$ cat src/rtl/load_store_unit.sv
// Memory-stage load/store unit: issues one data-memory access per request over a
// req/ready + rvalid handshake, aligning store lanes and extending load results.
module load_store_unit #(
  parameter int unsigned TIMEOUT_CYCLES = 255,
  parameter int unsigned CNT_WIDTH      = 16
) (
  input  logic        CLK,
  input  logic        Reset,
  input  logic        Start,
  input  logic        IsWrite,
  input  logic [2:0]  Funct3,
  input  logic [31:0] Addr,
  input  logic [31:0] WriteData,
  output logic        Busy,
  output logic        Done,
  output logic [31:0] ReadData,
  output logic [1:0]  Fault,
  output logic        MemReq,
  output logic        MemWE,
  output logic [31:0] MemAddr,
  output logic [31:0] MemWData,
  output logic [3:0]  MemWStrb,
  input  logic        MemReady,
  input  logic [31:0] MemRData,
  input  logic        MemRValid
);

  typedef enum logic [1:0] {IDLE, REQ, WAIT, RESP} state_t;

  state_t               state_q;
  logic [CNT_WIDTH-1:0] cnt_q;
  logic                 we_q;
  logic [2:0]           f3_q;
  logic [1:0]           off_q;
  logic [31:0]          rdata_q;
  logic [31:0]          maddr_q;
  logic [31:0]          wdata_q;
  logic [3:0]           strb_q;
  logic [1:0]           fault_q;

  logic        illegal;
  logic        misaligned;
  logic [3:0]  strb_d;
  logic [31:0] wdata_d;
  logic [7:0]  byte_sel;
  logic [15:0] half_sel;
  logic [31:0] load_d;
  logic        cnt_last;

  always_comb begin
    illegal    = (Funct3 == 3'b011) || (Funct3[2:1] == 2'b11) || (Funct3[2] && IsWrite);
    misaligned = ((Funct3[1:0] == 2'b01) && Addr[0]) ||
                 ((Funct3[1:0] == 2'b10) && (Addr[1:0] != 2'b00));
    case (Funct3[1:0])
      2'b00: begin
        strb_d  = 4'b0001 << Addr[1:0];
        wdata_d = {4{WriteData[7:0]}};
      end
      2'b01: begin
        strb_d  = 4'b0011 << Addr[1:0];
        wdata_d = {2{WriteData[15:0]}};
      end
      default: begin
        strb_d  = 4'b1111;
        wdata_d = WriteData;
      end
    endcase
  end

  // Lane selection uses the offset latched at Start, not the live address.
  always_comb begin
    byte_sel = MemRData[{off_q, 3'b000} +: 8];
    half_sel = off_q[1] ? MemRData[31:16] : MemRData[15:0];
    case (f3_q)
      3'b000:  load_d = {{24{byte_sel[7]}}, byte_sel};
      3'b100:  load_d = {24'h000000, byte_sel};
      3'b001:  load_d = {{16{half_sel[15]}}, half_sel};
      3'b101:  load_d = {16'h0000, half_sel};
      default: load_d = MemRData;
    endcase
  end

  assign cnt_last = (cnt_q == CNT_WIDTH'(TIMEOUT_CYCLES - 1));

  always_ff @(posedge CLK) begin
    if (Reset) begin
      state_q <= IDLE;
      cnt_q   <= '0;
      we_q    <= 1'b0;
      f3_q    <= 3'b000;
      off_q   <= 2'b00;
      rdata_q <= 32'h0;
      maddr_q <= 32'h0;
      wdata_q <= 32'h0;
      strb_q  <= 4'h0;
      fault_q <= 2'b00;
    end else begin
      case (state_q)
        IDLE: begin
          if (Start) begin
            we_q    <= IsWrite;
            f3_q    <= Funct3;
            off_q   <= Addr[1:0];
            maddr_q <= {Addr[31:2], 2'b00};
            wdata_q <= wdata_d;
            strb_q  <= IsWrite ? strb_d : 4'h0;
            rdata_q <= 32'h0;
            cnt_q   <= '0;
            if (illegal) begin
              fault_q <= 2'b11;
              state_q <= RESP;
            end else if (misaligned) begin
              fault_q <= 2'b01;
              state_q <= RESP;
            end else begin
              fault_q <= 2'b00;
              state_q <= REQ;
            end
          end
        end
        REQ: begin
          cnt_q <= cnt_q + CNT_WIDTH'(1);
          if (MemReady) begin
            state_q <= we_q ? RESP : WAIT;
          end else if (cnt_last) begin
            fault_q <= 2'b10;
            state_q <= RESP;
          end
        end
        WAIT: begin
          cnt_q <= cnt_q + CNT_WIDTH'(1);
          // Data arriving on the final budgeted cycle still wins over the timeout.
          if (MemRValid) begin
            rdata_q <= load_d;
            state_q <= RESP;
          end else if (cnt_last) begin
            fault_q <= 2'b10;
            state_q <= RESP;
          end
        end
        RESP:    state_q <= IDLE;
        default: state_q <= IDLE;
      endcase
    end
  end

  assign Busy     = (state_q != IDLE);
  assign Done     = (state_q == RESP);
  assign MemReq   = (state_q == REQ);
  assign MemWE    = MemReq && we_q;
  assign MemAddr  = maddr_q;
  assign MemWData = wdata_q;
  assign MemWStrb = strb_q;
  assign ReadData = rdata_q;
  assign Fault    = fault_q;

endmodule

$ cat config.mk
export PLATFORM = sky130hd
export DESIGN_NAME = load_store_unit
export DESIGN_NICKNAME = d
export VERILOG_FILES = /design/src/rtl/load_store_unit.sv
export SDC_FILE = /design/constraint.sdc
export NUM_CORES = 1
export LEC_CHECK = 0
export ABC_CLOCK_PERIOD_IN_PS = 3270
export CAP_MARGIN = 20
export CORE_AREA = 5 5 114 116
export CTS_CLUSTER_SIZE = 25
export DETAILED_ROUTE_END_ITERATION = 8
export DIE_AREA = 0 0 119 121
export PLACE_DENSITY = 0.84
export SLEW_MARGIN = 25
export SYNTH_ARGS = -nofsm -noshare
export SYNTH_HDL_FRONTEND = slang
export SYNTH_SLANG_ARGS = --single-unit
export TNS_END_PERCENT = 1
$ cat constraint.sdc
create_clock -name CLK -period 3.27 [get_ports CLK]
set_input_delay 0.654 -clock CLK [delete_from_list [all_inputs] [get_ports CLK]]
set_output_delay 0.654 -clock CLK [all_outputs]
set_load 0.01 [all_outputs]
==> run metrics <==
outcome complete, no violations; Core ar. 0.0118 mm2; most frequent cells after synthesis nand2_1, dfxtp_1, a21oi_1; r2r setup slk 750 ps; Post-synth ARST share 0; EDFF count, synth 0; Via density 5.45; crit path cell chain clkdlybuf4s50_1, nor2b_1, buf_4, or4_1, or4b_1, a21oi_1; routed len/inst 17.7 um; Max Cap Violations 0; DR iter-0 viols 487; TritonCTS Buffers 17; fin crit period 2530 ps; GRT Total Usage 0.245; count of input and output buffers 208; routed wire length 17.9 mm; Clock Latency Late Sink 420 ps; Top Ports 211; post-CTS sizing 0; H-tree levels 4; Worst Max-Slew Pin Slew 858 ps; fmax 0.395 GHz; layout cells sized above 1 0.0650; Total Power 5630 uW; Starting Density 0.466; # Post-CTS Setup Buffers 0; mean post-synth cell area 8.32 um2; XOR/XNOR Fraction of Synth Area 0.0143; Clock Path Buffers 2; Mapped Cells 661; top cells by area, synth dfxtp_1, nand2_1, a21oi_1, mux2i_1, o21ai_0; worst r2r src state_q[0]$_SDFFE_PP0P_; CTS tree done; Worst Path Required 3620 ps; die height 121 um; Post-Syn Area 0.00550 mm2; first-pass GRT wire length 28.3 mm; multiplexer share of the synthesized area 0.0680; adder-cell area share of the yosys netlist 0.0137; Post-Layout Cell Count 1009; Synth top area share 0.451; Final Slew Violations 0; Synthesis Warnings 0; crit path max-delay cell type clkdlybuf4s50_1; Worst Hold Class reg2reg; first drt pass iteration count 5; metal2 WL 8.86 mm; count leader, synth nand2_1; vias in the first global route 5504; CTS hold repair buffers 0; Compound-Gate Fraction of Synth Area 0.190; worst path arrival time 2880 ps; CP max FO 11; Relative slew margins 0.427; worst setup path startpoint Start; Synth area leader dfxtp_1; largest net degree at the start of global routing 67; Synth cell types 50; # DRC 0; Finish-stage setup viols 0; Worst-path clk slew 50 ps; die width 119 um; Power Density 679 mW/mm2; GRT overflow 0; GPL Wtd Cong 0.868; wire length on met3 1.76 mm; Core Rows 40; Layout fillers 898; final hold slack 453 ps; dpl hpwl 13.0 mm; Crit. End Element flip-flop; Synth Area in Simple Gates 0.219; DP Cell Count 977; TNS Setup 0 ps; TritonCTS Sinks 124; Fin. Hold Viols 0; commonest register cell after synthesis dfxtp_1; Setup Crit Path Kind in2reg; # diodes 0; M1 wire length 6.87 mm; Worst path max stage delay 620 ps; vias 5502; sequential area share after synthesis 0.451; largest family of logic cells by synthesized area simple AND/OR/NAND/NOR gates; top sig layer met4; startpoint types input port; RSZ-0062 raised after global routing false; synthesized flop and latch total 124; Worst Reg-to-Reg Cells 7; worst setup path endpoint cnt_q[15]$_SDFFE_PP0P_; P&R area growth vs syn 50.9%; worst vdd ir 0.000429 V; die area 0.0144 mm2; Pleak 0.00308 uW; period utilization 0.775; final net count 960; root buffer cell clkbuf_16; Antenna Nets Post-Route 0; worst r2r dst cnt_q[15]$_SDFFE_PP0P_; initial antenna violation count 0; clk_skew 10.5 ps
[logic make-up after synthesis]
group / count (synthesis)
compound gates: 165
xor+xnor: 9
fa+ha+maj: 6
buf+inv: 60
flops: 124
mux: 35
other cells: 1
simple gates: 261
[flip-flops by register name, indices dropped and copies added (netlist names)]
signal,flops
ReadData,32
we_q,1
MemWStrb,4
f3_q,3
MemAddr,30
MemWData,32
Fault,2
state_q,2
cnt_q,16
off_q,2
[per-stage QoR]
stage | utilization | cell area, um2 | setup slack (ps)
after floorplan | - | 5500 | 1140
after global placement | 0.649 | 7670 | 434
final | 0.703 | 8300 | 737
after detailed placement | 0.650 | 7670 | 391
after CTS | 0.702 | 8300 | 764
after global routing | 0.703 | 8300 | 633
[power breakdown]
part           internal, uW  switching [uW]
Sequential             1740             164
Combinational           815             932
Clock                  1330             650
Total                  3890            1750
[how the worst min path moves through the flow]
stage / cells after the start / to / from / slack [ps]
floorplan: 2 / we_q$_SDFFE_PP0P_ / we_q$_SDFFE_PP0P_ / 440
global placement: 2 / ReadData[5]$_SDFFE_PP0P_ / ReadData[5]$_SDFFE_PP0P_ / 430
detailed placement: 2 / MemAddr[20]$_SDFFE_PP0P_ / MemAddr[20]$_SDFFE_PP0P_ / 450
CTS: 2 / MemAddr[20]$_SDFFE_PP0P_ / MemAddr[20]$_SDFFE_PP0P_ / 450
global route: 2 / MemWStrb[1]$_SDFFE_PP0P_ / MemWStrb[1]$_SDFFE_PP0P_ / 470
finish: 2 / MemAddr[25]$_SDFFE_PP0P_ / MemAddr[25]$_SDFFE_PP0P_ / 450
[worst max-delay path, delay by kind of cell]
kind,cells,cell delay [ps]
AND/OR/NAND/NOR,3,1280
buffers and inverters,2,810
AO/OA/AOI/OAI,1,140
[cell type report]
| type | instances | area (um2) | share of cell area |
|---|---|---|---|
| inverter | 9 | 33.8 | 0.00407 |
| timing repair buffer | 219 | 2170 | 0.262 |
| multi-input combinational | 478 | 2810 | 0.338 |
| tap | 147 | 184 | 0.0222 |
| clock buffer | 25 | 485 | 0.0585 |
| clock inverter | 7 | 135 | 0.0163 |
| sequential | 124 | 2480 | 0.299 |
[routing by layer]
metal	up-vias	global-route usage
met5	-	0
met4	0	0.0847
met3	29	0.107
met2	230	0.414
met1	2551	0.276
li1	2692	-
[layout by cell type (no fill, tap or decap), types with 16 or more instances in the layout]
cell type | Yosys | final
a221o_1 | 16 | 16
nand2_1 | 154 | 153
dfxtp_1 | 124 | 124
nand2b_1 | 19 | 19
clkbuf_16 | 0 | 17
nor2_1 | 35 | 35
mux2i_1 | 25 | 25
clkdlybuf4s50_1 | 0 | 207
o21ai_0 | 39 | 39
a21oi_1 | 70 | 70
Power figures use the tool's default switching activity.
